===== src/rtl/stopwatch_pkg.sv =====
// Shared types and constants for the stopwatch controller.
// No logic: types, BCD limits and a combinational increment helper.
// Backpressure: not applicable.
//   Contents: sw_state_e (FSM states), bcd_t (4-bit BCD digit),
//             sw_time_t (M:SS display value), time_inc (BCD +1 s with 9:59 wrap).
package stopwatch_pkg;

    typedef enum logic [1:0] {
        ST_IDLE  = 2'd0,
        ST_RUN   = 2'd1,
        ST_PAUSE = 2'd2,
        ST_LAP   = 2'd3
    } sw_state_e;

    typedef logic [3:0] bcd_t;

    localparam bcd_t BCD_LIMIT_NINE = 4'd9;
    localparam bcd_t BCD_LIMIT_FIVE = 4'd5;

    typedef struct packed {
        bcd_t min;
        bcd_t tens;
        bcd_t units;
    } sw_time_t;

    // One-second BCD increment; 9:59 rolls over to 0:00.
    function automatic sw_time_t time_inc(input sw_time_t t);
        sw_time_t r;
        r = t;
        if (t.units == BCD_LIMIT_NINE) begin
            r.units = 4'd0;
            if (t.tens == BCD_LIMIT_FIVE) begin
                r.tens = 4'd0;
                if (t.min == BCD_LIMIT_NINE) begin
                    r.min = 4'd0;
                end else begin
                    r.min = t.min + 4'd1;
                end
            end else begin
                r.tens = t.tens + 4'd1;
            end
        end else begin
            r.units = t.units + 4'd1;
        end
        return r;
    endfunction

endpackage


===== src/rtl/btn_debounce.sv =====
// Button conditioner: 2-flop synchronizer, stability counter, press pulse.
// Latency: press_o pulses DEBOUNCE_CYCLES+3 cycles after btn_i rises and stays high.
// Backpressure: none; press_o is a single-cycle strobe, release gives no pulse.
//   Ports: clk_i, rst_i (sync, active-high), btn_i (raw, async), press_o (1-cycle pulse).
module btn_debounce #(
    parameter int DEBOUNCE_CYCLES = 250000
) (
    input  logic clk_i,
    input  logic rst_i,
    input  logic btn_i,
    output logic press_o
);

    localparam int CNT_W = (DEBOUNCE_CYCLES > 1) ? $clog2(DEBOUNCE_CYCLES) : 1;
    localparam logic [CNT_W-1:0] CNT_LAST = CNT_W'(DEBOUNCE_CYCLES - 1);

    logic             sync1_q, sync2_q;
    logic [1:0]       vld_q;
    logic             armed_q, armed_d;
    logic             stable_q, stable_d;
    logic             stable_dly_q;
    logic [CNT_W-1:0] cnt_q, cnt_d;
    logic             press_q, press_d;

    // The debounced level only flips after the synchronized input has
    // disagreed with it for DEBOUNCE_CYCLES consecutive samples.
    always_comb begin
        cnt_d    = cnt_q;
        stable_d = stable_q;
        if (sync2_q == stable_q) begin
            cnt_d = '0;
        end else if (cnt_q == CNT_LAST) begin
            stable_d = sync2_q;
            cnt_d    = '0;
        end else begin
            cnt_d = cnt_q + CNT_W'(1);
        end
    end

    // A button held through reset must be seen released once (after the
    // synchronizer has refilled with real samples) before presses count.
    assign armed_d = armed_q | (vld_q[1] & ~sync2_q);
    assign press_d = stable_q & ~stable_dly_q & armed_q;

    always_ff @(posedge clk_i) begin
        if (rst_i) begin
            sync1_q      <= 1'b0;
            sync2_q      <= 1'b0;
            vld_q        <= 2'b00;
            armed_q      <= 1'b0;
            stable_q     <= 1'b0;
            stable_dly_q <= 1'b0;
            cnt_q        <= '0;
            press_q      <= 1'b0;
        end else begin
            sync1_q      <= btn_i;
            sync2_q      <= sync1_q;
            vld_q        <= {vld_q[0], 1'b1};
            armed_q      <= armed_d;
            stable_q     <= stable_d;
            stable_dly_q <= stable_q;
            cnt_q        <= cnt_d;
            press_q      <= press_d;
        end
    end

    assign press_o = press_q;

endmodule


===== src/rtl/stopwatch_ctrl.sv =====
// M:SS stopwatch with start/stop and lap/clear buttons, BCD display outputs.
// Latency: outputs registered; SEC_PULSE and the new count appear one cycle after the prescaler wraps.
// Backpressure: none; button events are single-cycle pulses, START wins over LAP.
//   Ports: CLK, RST (sync, active-high), BTN_START/BTN_LAP (raw buttons),
//          DISP_MIN/DISP_TENS/DISP_UNITS (BCD), RUNNING, LAP_ACTIVE, SEC_PULSE.
module stopwatch_ctrl
    import stopwatch_pkg::*;
#(
    parameter int CLK_HZ          = 25000000,
    parameter int DEBOUNCE_CYCLES = 250000
) (
    input  logic       CLK,
    input  logic       RST,
    input  logic       BTN_START,
    input  logic       BTN_LAP,
    output logic [3:0] DISP_MIN,
    output logic [3:0] DISP_TENS,
    output logic [3:0] DISP_UNITS,
    output logic       RUNNING,
    output logic       LAP_ACTIVE,
    output logic       SEC_PULSE
);

    localparam int PW = (CLK_HZ > 1) ? $clog2(CLK_HZ) : 1;
    localparam logic [PW-1:0] PRESC_LAST = PW'(CLK_HZ - 1);

    sw_state_e   state_q, state_d;
    logic [PW-1:0] presc_q, presc_d;
    sw_time_t    count_q, count_d;
    sw_time_t    lap_q, lap_d;
    sw_time_t    disp_q, disp_d;
    logic        running_q, lap_active_q, sec_pulse_q;
    logic        start_ev, lap_ev;
    logic        counting, tick;

    btn_debounce #(.DEBOUNCE_CYCLES(DEBOUNCE_CYCLES)) u_db_start (
        .clk_i   (CLK),
        .rst_i   (RST),
        .btn_i   (BTN_START),
        .press_o (start_ev)
    );

    btn_debounce #(.DEBOUNCE_CYCLES(DEBOUNCE_CYCLES)) u_db_lap (
        .clk_i   (CLK),
        .rst_i   (RST),
        .btn_i   (BTN_LAP),
        .press_o (lap_ev)
    );

    assign counting = (state_q == ST_RUN) || (state_q == ST_LAP);
    assign tick     = counting && (presc_q == PRESC_LAST);

    always_comb begin
        state_d = state_q;
        presc_d = presc_q;
        count_d = count_q;
        lap_d   = lap_q;

        // Counting is resolved before the transition, so a tick landing on
        // the START that pauses the watch is still credited.
        if (counting) begin
            if (tick) begin
                presc_d = '0;
                count_d = time_inc(count_q);
            end else begin
                presc_d = presc_q + PW'(1);
            end
        end

        case (state_q)
            ST_IDLE: begin
                presc_d = '0;
                count_d = '0;
                if (start_ev) state_d = ST_RUN;
            end
            ST_RUN: begin
                if (start_ev) begin
                    state_d = ST_PAUSE;
                end else if (lap_ev) begin
                    state_d = ST_LAP;
                    lap_d   = count_d;
                end
            end
            ST_LAP: begin
                if (start_ev)    state_d = ST_PAUSE;
                else if (lap_ev) state_d = ST_RUN;
            end
            ST_PAUSE: begin
                if (start_ev) begin
                    state_d = ST_RUN;
                end else if (lap_ev) begin
                    state_d = ST_IDLE;
                    presc_d = '0;
                    count_d = '0;
                end
            end
            default: state_d = ST_IDLE;
        endcase

        disp_d = (state_d == ST_LAP) ? lap_d : count_d;
    end

    always_ff @(posedge CLK) begin
        if (RST) begin
            state_q      <= ST_IDLE;
            presc_q      <= '0;
            count_q      <= '0;
            lap_q        <= '0;
            disp_q       <= '0;
            running_q    <= 1'b0;
            lap_active_q <= 1'b0;
            sec_pulse_q  <= 1'b0;
        end else begin
            state_q      <= state_d;
            presc_q      <= presc_d;
            count_q      <= count_d;
            lap_q        <= lap_d;
            disp_q       <= disp_d;
            running_q    <= (state_d == ST_RUN) || (state_d == ST_LAP);
            lap_active_q <= (state_d == ST_LAP);
            sec_pulse_q  <= tick;
        end
    end

    assign DISP_MIN   = disp_q.min;
    assign DISP_TENS  = disp_q.tens;
    assign DISP_UNITS = disp_q.units;
    assign RUNNING    = running_q;
    assign LAP_ACTIVE = lap_active_q;
    assign SEC_PULSE  = sec_pulse_q;

endmodule

===== config.mk =====
export PLATFORM = sky130hd
export DESIGN_NAME = stopwatch_ctrl
export DESIGN_NICKNAME = d
export VERILOG_FILES = /design/src/rtl/stopwatch_pkg.sv /design/src/rtl/btn_debounce.sv /design/src/rtl/stopwatch_ctrl.sv
export SDC_FILE = /design/constraint.sdc
export NUM_CORES = 1
export LEC_CHECK = 0
export ABC_AREA = 1
export CORE_ASPECT_RATIO = 1.75
export CORE_UTILIZATION = 45
export CTS_CLUSTER_SIZE = 25
export DETAILED_ROUTE_END_ITERATION = 8
export MAX_ROUTING_LAYER = met4
export SLEW_MARGIN = 20
export SYNTH_ARGS = -nofsm -noshare
export SYNTH_HDL_FRONTEND = slang
export SYNTH_SLANG_ARGS = --single-unit
export TNS_END_PERCENT = 10

===== constraint.sdc =====
create_clock -name CLK -period 1.85 [get_ports CLK]
set_input_delay 0.555 -clock CLK [delete_from_list [all_inputs] [get_ports CLK]]
set_output_delay 0.555 -clock CLK [all_outputs]
set_load 0.1 [all_outputs]

# --- Word-level counts from Yosys, hierarchy flattened ---
# Cells that the tools add are included.
classes:
  mux: 29
  eq_ne: 13
  reduce_logical: 8
  add_sub_neg: 6
  bitwise_logic: 14
op_table:
  columns: ["op", "n"]
  rows:
  - ["25-bit 2-to-1 mux", 4]
  - ["12-bit 2-to-1 mux", 8]
  - ["25-bit case mux with 2 select lines", 1]
  - ["18-bit by 1-bit adder with 18-bit output (second input constant)", 2]
  - ["18-bit == test (second input constant)", 2]
  - ["25-bit by 1-bit adder with 25-bit output (second input constant)", 1]
  - ["25-bit == test (second input constant)", 1]
  - ["12-bit case mux with 2 select lines", 1]
  - ["4-bit 2-to-1 mux", 4]
  - ["2-bit 2-to-1 mux", 7]
  - ["4-bit by 1-bit adder with 4-bit output (second input constant)", 3]
  - ["4-bit == test (second input constant)", 2]
  - ["8-bit 2-to-1 mux", 1]
  - ["2-bit case mux with 4 select lines", 1]
  - ["1-bit bitwise AND", 6]
  - ["2-bit == test (second input constant)", 3]
  - ["1-bit inverter", 6]
  - ["3-bit OR reduction", 2]
  - ["2-bit by 1-bit == test with 1-bit output (second input constant)", 2]
  - ["4-bit by 3-bit == test with 1-bit output (second input constant)", 1]
  - ["2-bit AND reduction", 2]
  - ["1-bit == test", 2]
  - ["2-bit logical NOT", 1]
  - ["1-bit logical OR", 2]
  - ["3 further kinds", 5]
word_totals:
  ff_bits: 118
  output_inout_bits: 15

# --- Logic depth before layout (Yosys ltp) ---
depth:
  ltp_word: 10
  mapped_depth: 14
  mapped_depth_nobuf: 14

# --- Cells and area by module ---
# Synthesis repeated with hierarchy kept, for this count alone.
unflattened:
  cells_unflattened: 831
  area_unflattened_um2: 5708.0
by_module_without_submodules:
  columns: ["module", "n_inst", "area_per_inst_um2", "cells_per_inst"]
  rows:
  - ["stopwatch_ctrl", 1, 3365.7, 493]
  - ["btn_debounce", 2, 1171.1, 169]

# --- Worst setup path before layout ---
# Ideal clock, no wire load.
synth_path:
  kind: "flip-flop to flip-flop"
  from: "register RUNNING (netlist name)"
  to: "register presc_q[12]"
  required_time_ns: 1.733
  stages_incl_launch_ff: 12
  synth_period_minus_slack_ns: 2.255
  setup_slack_ns: -0.405
  setup_ns: 0.117
  t_arrival_ns: 2.138
  cell_sequence: "dfxtp_1 buf_4 inv_4 o211ai_1 inv_1 nor2_1 inv_1 nand2_1 inv_1 nand2_2 buf_2 nor2_1"
synth_rtl:
  columns: ["item", "line_no", "rtl"]
  rows:
  - ["end signal, assigned", "stopwatch_ctrl.sv:115", "presc_q <= presc_d;"]
  - ["end, declared", "stopwatch_ctrl.sv:28", "logic [PW-1:0] presc_q, presc_d;"]

# --- Worst setup path in the final report ---
layout_path:
  from: "register presc_q[0]"
  to: "register lap_q[1] (netlist name)"
layout_via:
  elab_chain_len: 7
layout_lines:
  columns: ["item", "line_no", "rtl"]
  rows:
  - ["25-bit == test", "stopwatch_ctrl.sv:51", "assign tick = counting && (presc_q == PRESC_LAST);"]
  - ["1-bit logical AND", "stopwatch_ctrl.sv:51", null]
  - ["12-bit 2-to-1 mux", "stopwatch_ctrl.sv:62", "if (tick) begin"]
  - ["12-bit 2-to-1 mux", "stopwatch_ctrl.sv:61", "if (counting) begin"]
  - ["12-bit 2-to-1 mux", "stopwatch_ctrl.sv:79", "end else if (lap_ev) begin"]
  - ["12-bit 2-to-1 mux", "stopwatch_ctrl.sv:77", "if (start_ev) begin"]
  - ["12-bit 2-to-1 mux", "stopwatch_ctrl.sv:70", "case (state_q)"]
  - ["end signal, assigned", "stopwatch_ctrl.sv:117", "lap_q <= lap_d;"]
  - ["end, declared", "stopwatch_ctrl.sv:30", "sw_time_t lap_q, lap_d;"]
# Every way passes these cells.
# A chain may end at the register's enable or synchronous reset.

==> results.py <==
metrics = {
    "run_status": {
        "status": "complete, but fails checks",
        "violations": "negative setup slack",
    },
    "routing": {
        "wirelength_mm": 12.32,
        "firstDrtPassIters": 4,
        "drt_iter0_drc": 195,
        "vias": 4932,
        "drc": 0,
        "drtAntennaViolNets": 0,
        "via_per_inst": 5.033,
        "routedWlPerCell_um": 12.57,
    },
    "timing": {
        "period_needed_ns": 1.863,
        "setup_slack_ns": -0.01336,
        "slew_headroom": 0.6626,
        "max_freq_ghz": 0.5367,
        "setup_viol": 1,
        "period_share": 1.007,
        "hold_viol": 0,
        "clock_skew_ns": 0.007212,
        "slew_violations": 0,
        "tightest_slew_ns": 0.5045,
        "rsz0062_at_grt": "true",
    },
    "setup_path": {
        "critPathBufInv": 2,
        "cp_top_family": "simple AND/OR/NAND/NOR gates",
        "critical_path.max_stage_delay_ns": 0.35,
        "worst_ep_required_time_ns": 2.21,
        "crit_chain": "ha_4 -> nand3_2 -> nand3b_1 -> nor2_2 -> nand3_4 -> buf_6 -> o21ai_4 -> o21bai_1 -> or2_1 -> inv_1",
        "slowest_stage": "dfxtp_2",
        "crit_path_start_kind": "register",
        "critPathArrivalTime_ns": 2.22,
        "path_class": "register to register",
        "crit_fanout": 6,
        "worstSetupEndpointType": "register",
    },
    "power": {
        "ir_drop_mv": 0.6806,
        "pwr_density_cell_nw_per_um2": 805.2,
        "sequentialPowerShare": 0.433,
        "switching_share": 0.2067,
        "comb_power_share": 0.010,
        "p_switching_mw": 1.188,
        "clkPwrFrac": 0.556,
        "p_leak_nw": 2.901,
        "p_int_mw": 4.562,
    },
    "die": {
        "io_pins": 19,
        "rows": 51,
        "die_height_um": 144.8,
        "die_x_um": 83.59,
        "dieArea_um2": 12100,
        "core_area_um2": 11230,
        "initial_core_util": 0.4668,
    },
    "place": {
        "io_buffers": 18,
        "gp_congestion": 0.8672,
        "pre_cts_ws_ns": -0.2160,
        "hpwl_mm": 8.909,
    },
    "logic_synthesis": {
        "synth_area_leaders": "dfxtp_1 44%, nand2_1 11%, nor2_1 7.4%",
        "async_reset_ff_frac": 0,
        "post-synth-top-area-fraction": 0.4391,
        "synth.most_common_cell": "nand2_1",
        "synth_nets": 738,
        "yosys.area.top_type": "dfxtp_1",
        "synth_edf_count": 0,
        "syn_area_um2": 5243,
        "synth.distinct_cells": 45,
        "syn_avg_cell_area_um2": 7.211,
        "syn_inst": 727,
        "synth_common_cells": "148 x nand2_1, 115 x dfxtp_1, 103 x nor2_1",
        "synth_ff_type": "dfxtp_1",
        "ys_seq_area_frac": 0.4391,
        "yosysWarningCount": 0,
        "ys_ff_latch": 115,
    },
    "finish": {
        "final_net_count": 846,
        "antenna_cells": 0,
        "area_growth_pct": 36.23,
        "drive_gt1_frac": 0.2500,
        "finalCoreUtilization": 0.6359,
    },
    "clocking": {
        "root_buffer": "clkbuf_16",
        "clockBufferDepth": 2,
        "cts_buffers": 17,
        "cts_tree": "yes",
        "clock-sinks": 115,
        "insertion_delay_ns": 0.41,
        "h-tree-depth": 4,
        "cts.reportedPaths.clkPinSlew_ns": 0.05,
    },
    "global_route": {
        "gr-total-overflow": 0,
        "antenna_found_initial": 0,
        "track_usage": 0.2189,
        "grt_pass1_wl_mm": 20.76,
        "grt_max_degree": 17,
        "grt_pass1_vias": 4915,
    },
    "run": {
        "drv_cap": 0,
    },
    "worst_hold_path": {
        "hp-class": "register to register",
    },
}
[placed cells by master, fill, tap and decap left out, types with 5 or more instances in the layout]
cell type	n
a21oi_1	35
buf_12	15
buf_4	82
clkbuf_16	17
dfxtp_1	107
dfxtp_2	6
ha_1	5
inv_1	92
inv_2	6
nand2_1	142
nand2_2	7
nand3_1	30
nand3_2	12
nand4_1	14
nor2_1	92
nor2_2	13
nor3_1	24
nor3_2	5
nor4_1	9
o21a_1	5
o21ai_0	31
or2_2	6
xor2_1	16
[worst register-to-register path, stage by stage, from the launching register on]
cell and delay [ns]:
dfxtp_2 0.35, ha_4 0.15, nand3_2 0.08, nand3b_1 0.18
nor2_2 0.18, nand3_4 0.16, buf_6 0.18, o21ai_4 0.17
o21bai_1 0.11, or2_1 0.23, inv_1 0.05
[kinds of logic (layout without fill, tap and decap cells)]
kind of cell / count (synthesis) / after routing / share of synthesized area
AND/OR/NAND/NOR: 375 / 376 / 0.3215
buffers and inverters: 117 / 237 / 0.08950
flip-flops: 115 / 115 / 0.4391
AO/OA/AOI/OAI: 93 / 93 / 0.09976
XOR/XNOR: 20 / 20 / 0.03341
adder cells (fa/ha/maj): 7 / 7 / 0.01671
[final timing paths]
path / startpoint / endpoint / slack [ns] / depth (start not counted)
max reg2reg: presc_q[0] / lap_q[1] / -0.01 / 10
min reg2reg: u_db_lap.stable_dly_q / u_db_lap.press_o / 0.39 / 1
min: u_db_lap.stable_dly_q / u_db_lap.press_o / 0.39 / 1
max: presc_q[0] / lap_q[1] / -0.01 / 10
[metal layers]
metal  global-route usage  wire [µm]  up-vias  part of all wire
met4               0.1160        312        0             0.025
li1                     -          -     2560                 -
met5                    -          0        -                 0
met3              0.04878        329       30             0.027
met1               0.2168       5064     2272              0.41
met2               0.3992       6615       70              0.54
[metrics by stage]
| stage | setup TNS, ns | power, mW | area (µm²) | hold slack [ns] | cells |
|---|---|---|---|---|---|
| 2_1_floorplan | 0 | 2.573 | 5246 | 0.3734 | 727 |
| 3_3_place_gp | -4.495 | 2.601 | 6241 | 0.3770 | 939 |
| 3_5_place_dp | -4.795 | 2.603 | 6241 | 0.3905 | 939 |
| 4_1_cts | 0 | 5.816 | 6912 | 0.3938 | 975 |
| 5_1_grt | -1.288 | 5.940 | 7142 | 0.4165 | 980 |
| 6_report | -0.01336 | 5.750 | 7142 | 0.3909 | 980 |
[state kept, by name, summed over array words and instances, names as in the netlist, 4 cells and up]
signal            count
presc_q              25
u_db_lap.cnt_q       18
u_db_start.cnt_q     18
count_q              12
lap_q                12
DISP_MIN              4
DISP_TENS             4
DISP_UNITS            4
[timing repair]
action	in CTS	in global routing
gates cloned	1	1
pin swaps	2	15
endpoints found under the setup margin	37	76
buffers inserted	3	4
resized for setup	15	52
hold buffers	0	0
[cell type report]
class | instances | area [µm²]
clock buffer | 20 | 456.7
clock inverter | 12 | 131.4
fill | 971 | 4089
inverter | 101 | 386.6
multi-input combinational | 496 | 2700
sequential | 115 | 2317
tap | 132 | 165.2
timing repair buffer | 103 | 979.7
timing repair inverter | 1 | 5.005
[power by group through the flow]
stage               sequential [mW]  clock, mW  combinational [mW]
detailed placement             2.55          0              0.0574
global placement               2.54          0              0.0565
finish                         2.49       3.20              0.0600
global route                   2.49       3.38              0.0674
floorplan                      2.54          0              0.0298
CTS                            2.49       3.26              0.0593
No activity file was read; power rests on OpenSTA's default activity.
